--- config.mk ---
export PLATFORM = sky130hd
export DESIGN_NAME = add_accumulator_flat
export DESIGN_NICKNAME = d
export VERILOG_FILES = /design/src/rtl/add_accumulator_pkg.sv /design/src/rtl/add_accumulator_if.sv /design/src/rtl/acc_adder.sv /design/src/rtl/add_accumulator.sv /design/src/flat_wrapper.sv
export SDC_FILE = /design/constraint.sdc
export NUM_CORES = 1
export LEC_CHECK = 0
export CAP_MARGIN = 20
export CORE_ASPECT_RATIO = 0.7
export CORE_MARGIN = 2
export CORE_UTILIZATION = 54
export CTS_CLUSTER_DIAMETER = 200
export DETAILED_ROUTE_END_ITERATION = 16
export HOLD_SLACK_MARGIN = 0.02
export PLACE_DENSITY = 0.84
export SYNTH_ARGS = -nofsm -noshare
export SYNTH_HDL_FRONTEND = slang
export SYNTH_HIERARCHICAL = 1
export SYNTH_SLANG_ARGS = --single-unit
export TNS_END_PERCENT = 30
--- constraint.sdc ---
create_clock -name clk_i -period 3.4 [get_ports clk_i]
set_clock_uncertainty 0.1 [all_clocks]
set_input_delay 0.68 -clock clk_i [delete_from_list [all_inputs] [get_ports clk_i]]
set_output_delay 0.68 -clock clk_i [all_outputs]
set_load 0.05 [all_outputs]
--- src/rtl/add_accumulator_pkg.sv ---
// add_acc_pkg: shared state encoding and default widths for the add accumulator
package add_acc_pkg;
    localparam int DW_DEF = 4;
    localparam int AW_DEF = 8;
    localparam int LW_DEF = 4;
    typedef enum logic [1:0] {
        IDLE  = 2'd0,
        ACCUM = 2'd1,
        DONE  = 2'd2
    } state_t;
endpackage

--- src/rtl/add_accumulator_if.sv ---
// add_accumulator_if: term stream, run control and result handshake of the accumulator
interface add_accumulator_if #(
    parameter int DW = 4,
    parameter int AW = 8,
    parameter int LW = 4
);
    logic          start_i;
    logic [LW-1:0] len_i;
    logic          sum_valid_i;
    logic [DW-1:0] S_i;
    logic          C_i;
    logic          sum_ready_o;
    logic          out_ready_i;
    logic          done_valid_o;
    logic [AW-1:0] acc_o;
    logic          ovf_o;
    logic [LW-1:0] cnt_o;
    logic          busy_o;
    modport master (
        output start_i, len_i, sum_valid_i, S_i, C_i, out_ready_i,
        input  sum_ready_o, done_valid_o, acc_o, ovf_o, cnt_o, busy_o
    );
    modport slave (
        input  start_i, len_i, sum_valid_i, S_i, C_i, out_ready_i,
        output sum_ready_o, done_valid_o, acc_o, ovf_o, cnt_o, busy_o
    );
endinterface

--- src/rtl/acc_adder.sv ---
// acc_adder: AW-bit adder returning the wrapped sum and the carry out of the top bit
module acc_adder #(
    parameter int AW = 8
) (
    input  logic [AW-1:0] a_i,
    input  logic [AW-1:0] b_i,
    output logic [AW-1:0] sum_o,
    output logic          co_o
);
    assign {co_o, sum_o} = {1'b0, a_i} + {1'b0, b_i};
endmodule

--- src/rtl/add_accumulator.sv ---
// add_accumulator: sums a run of len_i full-adder results {C,S} with sticky overflow
module add_accumulator
    import add_acc_pkg::*;
#(
    parameter int DW = DW_DEF,
    parameter int AW = AW_DEF,
    parameter int LW = LW_DEF
) (
    input logic clk_i,
    input logic rst_i,
    add_accumulator_if.slave bus
);
    state_t        state_q;
    logic [AW-1:0] acc_q;
    logic [AW-1:0] acc_d;
    logic          ovf_q;
    logic          co;
    logic [LW-1:0] cnt_q;
    logic [LW-1:0] rem_q;
    logic          ready_q;
    logic          done_q;
    logic          busy_q;
    logic          accept;

    assign accept = bus.sum_valid_i & ready_q;

    acc_adder #(.AW(AW)) u_adder (
        .a_i  (acc_q),
        .b_i  (AW'({bus.C_i, bus.S_i})),
        .sum_o(acc_d),
        .co_o (co)
    );

    // Run FSM with its datapath registers; outputs are registered state decodes
    always_ff @(posedge clk_i or posedge rst_i) begin
        if (rst_i) begin
            state_q <= IDLE;
            acc_q   <= '0;
            ovf_q   <= 1'b0;
            cnt_q   <= '0;
            rem_q   <= '0;
            ready_q <= 1'b0;
            done_q  <= 1'b0;
            busy_q  <= 1'b0;
        end else begin
            case (state_q)
                IDLE: begin
                    if (bus.start_i) begin
                        acc_q   <= '0;
                        ovf_q   <= 1'b0;
                        cnt_q   <= '0;
                        rem_q   <= bus.len_i;
                        busy_q  <= 1'b1;
                        state_q <= (bus.len_i != '0) ? ACCUM : DONE;
                        ready_q <= (bus.len_i != '0);
                        done_q  <= (bus.len_i == '0);
                    end
                end
                ACCUM: begin
                    if (accept) begin
                        acc_q <= acc_d;
                        ovf_q <= ovf_q | co;
                        cnt_q <= cnt_q + 1'b1;
                        rem_q <= rem_q - 1'b1;
                        if (rem_q == LW'(1)) begin
                            state_q <= DONE;
                            ready_q <= 1'b0;
                            done_q  <= 1'b1;
                        end
                    end
                end
                DONE: begin
                    if (bus.out_ready_i) begin
                        state_q <= IDLE;
                        done_q  <= 1'b0;
                        busy_q  <= 1'b0;
                    end
                end
                default: begin
                    state_q <= IDLE;
                    ready_q <= 1'b0;
                    done_q  <= 1'b0;
                    busy_q  <= 1'b0;
                end
            endcase
        end
    end

    assign bus.sum_ready_o  = ready_q;
    assign bus.done_valid_o = done_q;
    assign bus.busy_o       = busy_q;
    assign bus.acc_o        = acc_q;
    assign bus.ovf_o        = ovf_q;
    assign bus.cnt_o        = cnt_q;
endmodule

--- src/flat_wrapper.sv ---
// flat-port wrapper written by rule: the top's interface ports become plain ports
module add_accumulator_flat import add_acc_pkg::*;
#(
    parameter int DW = DW_DEF,
    parameter int AW = AW_DEF,
    parameter int LW = LW_DEF
)
  (clk_i, rst_i, bus_start_i, bus_len_i, bus_sum_valid_i, bus_S_i, bus_C_i, bus_out_ready_i, bus_sum_ready_o, bus_done_valid_o, bus_acc_o, bus_ovf_o, bus_cnt_o, bus_busy_o);
  add_accumulator_if #(.DW(DW), .AW(AW), .LW(LW)) bus_i ();
  input logic clk_i;
  input logic rst_i;
  input wire logic [$bits(bus_i.start_i)-1:0] bus_start_i;
  input wire logic [$bits(bus_i.len_i)-1:0] bus_len_i;
  input wire logic [$bits(bus_i.sum_valid_i)-1:0] bus_sum_valid_i;
  input wire logic [$bits(bus_i.S_i)-1:0] bus_S_i;
  input wire logic [$bits(bus_i.C_i)-1:0] bus_C_i;
  input wire logic [$bits(bus_i.out_ready_i)-1:0] bus_out_ready_i;
  output wire logic [$bits(bus_i.sum_ready_o)-1:0] bus_sum_ready_o;
  output wire logic [$bits(bus_i.done_valid_o)-1:0] bus_done_valid_o;
  output wire logic [$bits(bus_i.acc_o)-1:0] bus_acc_o;
  output wire logic [$bits(bus_i.ovf_o)-1:0] bus_ovf_o;
  output wire logic [$bits(bus_i.cnt_o)-1:0] bus_cnt_o;
  output wire logic [$bits(bus_i.busy_o)-1:0] bus_busy_o;
  assign bus_i.start_i = bus_start_i;
  assign bus_i.len_i = bus_len_i;
  assign bus_i.sum_valid_i = bus_sum_valid_i;
  assign bus_i.S_i = bus_S_i;
  assign bus_i.C_i = bus_C_i;
  assign bus_i.out_ready_i = bus_out_ready_i;
  assign bus_sum_ready_o = bus_i.sum_ready_o;
  assign bus_done_valid_o = bus_i.done_valid_o;
  assign bus_acc_o = bus_i.acc_o;
  assign bus_ovf_o = bus_i.ovf_o;
  assign bus_cnt_o = bus_i.cnt_o;
  assign bus_busy_o = bus_i.busy_o;
  add_accumulator #(.DW(DW), .AW(AW), .LW(LW)) u_core (.clk_i(clk_i), .rst_i(rst_i), .bus(bus_i));
endmodule
; ---- Word-level counts from Yosys, hierarchy flattened
; Cells that the tools add are included.
[word_totals]
register_bits = 22
latch_bits = 0
ramBits = 0
mem_bits_ro = 0
out_inout_bits = 16
elab_cells = 59
memories = 0
[op_classes]
add_sub_neg = 3
n_mul = 0
div_mod_pow = 0
magnitude_cmp = 0
n_eq_ne = 7
n_shift = 0
muxes = 29
bitwise = 4
n_reduce_logical = 8
[op_table]
columns = op, count
row1 = $mux W4, 4
row2 = $mux W8, 2
row3 = $pmux W4 S2, 2
row4 = $pmux W8 S2, 1
row5 = $mux W1, 10
row6 = $mux W2, 5
row7 = $add A8 B5 Y9, 1
row8 = $pmux W1 S3, 3
row9 = $reduce_and A4 Y1, 2
row10 = $pmux W2 S3, 1
row11 = $reduce_and A3 Y1, 2
row12 = $add A4 B1 Y4 const B, 1
row13 = $eq A4 B1 Y1 const B, 1
row14 = $logic_not A4 Y1, 1
row15 = $ne A2 B1 Y1 const B, 2
row16 = $ne A2 B2 Y1 const B, 2
row17 = $reduce_bool A4 Y1, 1
row18 = $sub A4 B1 Y4 const B, 1
row19 = $eq A2 B1 Y1 const B, 1
row20 = $eq A2 B2 Y1 const B, 1
row21 = $logic_not A2 Y1, 1
row22 = $not A1 Y1, 2
row23 = $pmux W1 S2, 1
row24 = $reduce_bool A2 Y1, 1
row25 = other kinds (2), 2

; ---- Longest topological paths before layout
[depth]
depth_word = 4
depth_mapped = 7

; ---- Cells and area by module
; Netlist, hierarchy kept.
[by_module_without_submodules]
columns = module, instances, cells_each, area_per_inst_um2, seq_area_each_um2
row1 = add_accumulator, 1, 98, 1043.5, 525.5
row2 = acc_adder, 1, 43, 334.1, 0.0

; ---- Least setup slack after synthesis
; OpenSTA, ideal clock, no wires.
[synth_path]
kind = in2reg
startpoint = in bus_S_i[0]
endpoint = reg u_core.acc_q[6] (netlist: u_core/bus.acc_o[6])
setup_time_ns = 0.121
arrival_time_ns = 1.858
t_required_ns = 3.179
setup_slack_ns = 1.321
path_stages = 6
cell_sequence = ha_1 > fa_1 > a21oi_1 > o211a_1 > xnor2_1 > a22o_1
[synth_via]
elab_chain_len = 3
[synth_lines]
columns = item, line_no
row1 = start: declaration, flat_wrapper.sv:15  ; input wire logic [$bits(bus_i.S_i)-1:0] bus_S_i;
row2 = $add A8 B5 Y9, acc_adder.sv:10  ; assign {co_o, sum_o} = {1'b0, a_i} + {1'b0, b_i};
row3 = named net u_core.acc_d[6], add_accumulator.sv:15  ; logic [AW-1:0] acc_d;
row4 = $mux W8, add_accumulator.sv:60  ; if (accept) begin
row5 = $pmux W8 S2, add_accumulator.sv:46  ; case (state_q)
row6 = end signal: assignment, add_accumulator.sv:38  ; acc_q <= '0;
row7 = end signal: assignment, add_accumulator.sv:49  ; acc_q <= '0;
row8 = end signal: assignment, add_accumulator.sv:61  ; acc_q <= acc_d;
row9 = end: declaration, add_accumulator.sv:14  ; logic [AW-1:0] acc_q;
; The timed path passes the listed nets, and every way through them passes these cells. The select of a mux whose other input is x is not followed.
; A chain may end at the register's enable or synchronous reset.

==> results.cfg <==
[floorplanning]
core_um2 = 2440
pin_count = 30
die_area_um2 = 2980
std_cell_rows = 15
die_h_um = 46.3
chipWidth_um = 64.4
floorplan.initialDensity = 0.565

[clock_tree]
hold_buffer_count_at_cts = 0
cts_buffers = 3
clock-root-buffer = sky130_fd_sc_hd__clkbuf_4
tritoncts_num_sinks = 21
ctsLongestPathBuffers = 2
cts.clk_slew.worst_paths_ps = 110
cts_tree = built
insertion_delay_ps = 300
cts_resized = 0
post-cts-setup-buffers = 0
cts.htree.levels = 1

[job]
max-cap-violations = 0

[routing]
drt_iter0_drc = 70
route.top_layer_used = met4
postRouteWirelength_um = 3190
dr_total_vias = 1236
drt_drc = 0
drt-vias-per-instance = 6.03
wirelength_met1_um = 1430
met2_length_um = 1550
routed-wl-met3_um = 183
wire_per_inst_um = 15.6
antenna_violating_nets_post_route = 0
drt-pass1-iter-count = 4

[worst_setup_path]
timing.critical_path.from_type = register
crit_chain = clkdlybuf4s50_1
setup.worst_path.class = reg2out
critical_path_buf_inv_count = 1
critical_path.endpoint_type = output port
regToRegStartpoint = u_core/bus.acc_o[5]
crit_fanout = 17
family_with_the_most_delay_on_the_worst_path = buffers and inverters
worst_path_max_delay_cell = sky130_fd_sc_hd__clkdlybuf4s50_1
r2r_slack_ps = 1390
capture_point_of_the_worst_reg_to_reg_path = u_core/bus.acc_o[7]
timing.critical_path.required_ps = 2620
timing.critical_path.arrival_ps = 1840
critPathMaxStageDelay_ps = 900
reg2regPathDepth = 6

[timing]
final-max-slew-violation-count = 0
worst_slew_pin_slew_ps = 804
fin_worst_hold_slack_ps = 441
timing.fmax_ghz = 0.382
fin_setup_tns_ps = 0
setup_viol_count_final = 0
final_period_minus_worst_setup_slack_ps = 2620
timing.final.hold_violations = 0
slew_headroom = 0.463
rsz0062_at_grt = false
post-route-period-util = 0.770

[global_routing]
grt_overflow = 0
global_route_wire_length_before_repair_um = 5320
antenna_found_initial = 0
maximum_number_of_pins_on_one_net_before_global_route_repair = 22
global_route.usage.total = 0.239
first_global_vias = 1171

[yosys]
synthCells = 141
avgSynthCellArea_um2 = 9.77
synth-warning-count = 6
ys_types = 46
ys_seq_elements = 21
ys_seq_area_frac = 0.381
synth.cell_area_um2 = 1380

[layout]
area.growth.synth_to_final_pct = 25.0
multi_input_logic_area_um2 = 791
insertedDiodeCount = 0
finish.net_count = 198
layout-drive-gt1-share = 0.0468
n_fill_cell = 186
sequential_cell_area_um2 = 526
finish.utilization = 0.706

[placed_design]
gpl.final_weighted_congestion = 0.805
dp_hpwl_um = 2500
portBuffers = 29

[worst_hold_path]
hold_start = u_core/bus.busy_o
min_path_cells = 2
hold_end = u_core/bus.busy_o
holdCritPathClass = reg2reg

[power_and_ir_drop]
power_per_cell_area_nw_per_um2 = 931
p_leak_nw = 0.752
worst_case_vdd_ir_drop_mv = 0.515
finalPower_mw = 1.60

[run_status]
outcome = finished clean
==> layer usage <==
layer	track usage	up-vias
met1	0.306	598
met4	0.0596	0
met2	0.419	42
li1	-	590
met3	0.0562	6
met5	0	-
==> cells in the mapped netlist (all sizes together) <==
| library cell | n | area [um^2] |
|---|---|---|
| dfrtp | 21 | 526 |
| a2111oi | 1 | 8.76 |
| conb | 1 | 3.75 |
| or3b | 2 | 17.5 |
| buf | 5 | 27.5 |
| o21ai | 8 | 40.0 |
| a22oi | 1 | 7.51 |
| a21oi | 9 | 48.8 |
| and4b | 1 | 10.0 |
| o22ai | 1 | 6.26 |
| o32a | 1 | 10.0 |
| a211oi | 2 | 15.0 |
| clkbuf | 1 | 3.75 |
| nand3 | 6 | 30.0 |
| or3 | 2 | 12.5 |
| nor2 | 3 | 18.8 |
| nor3 | 6 | 30.0 |
| nand4b | 2 | 17.5 |
| o22a | 1 | 8.76 |
| nand4 | 1 | 6.26 |
| nor4 | 2 | 12.5 |
| inv | 10 | 37.5 |
| nor4b | 2 | 17.5 |
| xnor2 | 2 | 17.5 |
| fa | 1 | 20.0 |
| a31oi | 1 | 6.26 |
| nor3b | 4 | 35.0 |
| xor2 | 2 | 17.5 |
| a311oi | 1 | 8.76 |
| a21boi | 1 | 7.51 |
| a31o | 1 | 8.76 |
| nor2b | 5 | 31.3 |
| a22o | 9 | 78.8 |
| o211ai | 1 | 7.51 |
| a211o | 3 | 26.3 |
| o211a | 1 | 10.0 |
| nand3b | 2 | 15.0 |
| nand2 | 5 | 18.8 |
| o21bai | 1 | 7.51 |
| o21a | 1 | 7.51 |
| ha | 11 | 138 |
==> worst max path at each step <==
stage                     endpoint              start  cells past startpoint
6_report          bus_done_valid_o  u_core/state_q[1]                      1
5_1_grt           bus_done_valid_o  u_core/state_q[1]                      1
4_1_cts           bus_done_valid_o  u_core/state_q[1]                      1
3_5_place_dp   u_core/bus.acc_o[4]         bus_S_i[0]                      7
3_3_place_gp   u_core/bus.acc_o[6]         bus_S_i[0]                      7
2_1_floorplan  u_core/bus.acc_o[6]         bus_S_i[0]                      6
==> through the flow <==
| step | std cells | setup WS (ps) | instance area (um^2) |
|---|---|---|---|
| final | 205 | 781 | 1720 |
| after global placement | 201 | 832 | 1690 |
| after floorplan | 143 | 1320 | 1390 |
| after CTS | 205 | 777 | 1720 |
| after global routing | 205 | 684 | 1720 |
| after detailed placement | 201 | 751 | 1690 |
==> registers in the layout, indices dropped and copies added, names as in the netlist <==
name and count:
u_core/bus.sum_ready_o 1, u_core/bus.acc_o 8, u_core/bus.busy_o 1, u_core/bus.ovf_o 1
u_core/state_q 2, u_core/bus.cnt_o 4, u_core/rem_q 4
==> worst min-delay path, delay by kind of cell (launching register included) <==
kind	cells	cell delay, ps
AO/OA/AOI/OAI	1	60
buffers and inverters	1	50
flip-flops	1	400
==> placed cells by master, fill, tap and decap left out, types with 5 or more instances in the layout <==
cell,count
sky130_fd_sc_hd__a21oi_1,8
sky130_fd_sc_hd__a22o_1,9
sky130_fd_sc_hd__clkdlybuf4s50_1,29
sky130_fd_sc_hd__dfrtp_1,21
sky130_fd_sc_hd__ha_1,11
sky130_fd_sc_hd__inv_1,10
sky130_fd_sc_hd__nand2_1,5
sky130_fd_sc_hd__nand3_1,6
sky130_fd_sc_hd__nor2b_1,5
sky130_fd_sc_hd__nor3_1,6
sky130_fd_sc_hd__o21ai_1,5
==> layout make-up <==
type	count	share of cell area
Timing Repair Buffer	30	0.173
Sequential cell	21	0.305
Inverter	10	0.0218
Tap cell	34	0.0247
Clock buffer	3	0.0131
Multi-Input combinational cell	106	0.459
Clock inverter	1	0.00291
==> cell families (layout without fill, tap and decap cells) <==
| kind of cell | count (synthesis) | in the layout | share of synthesized area |
|---|---|---|---|
| compound gates | 44 | 44 | 0.228 |
| xor+xnor | 4 | 4 | 0.0254 |
| fa+ha+maj | 12 | 12 | 0.114 |
| buf+inv | 16 | 44 | 0.0500 |
| flops | 21 | 21 | 0.381 |
| other cells | 1 | 3 | 0.00272 |
| simple gates | 43 | 43 | 0.198 |
==> report_power, final <==
group / switching (mW) / total (mW) / internal [mW]
clock: 0.0759 / 0.120 / 0.0439
combinational: 0.592 / 0.989 / 0.397
sequential: 0.143 / 0.494 / 0.351
total: 0.811 / 1.60 / 0.791
Power figures use the tool's default switching activity.
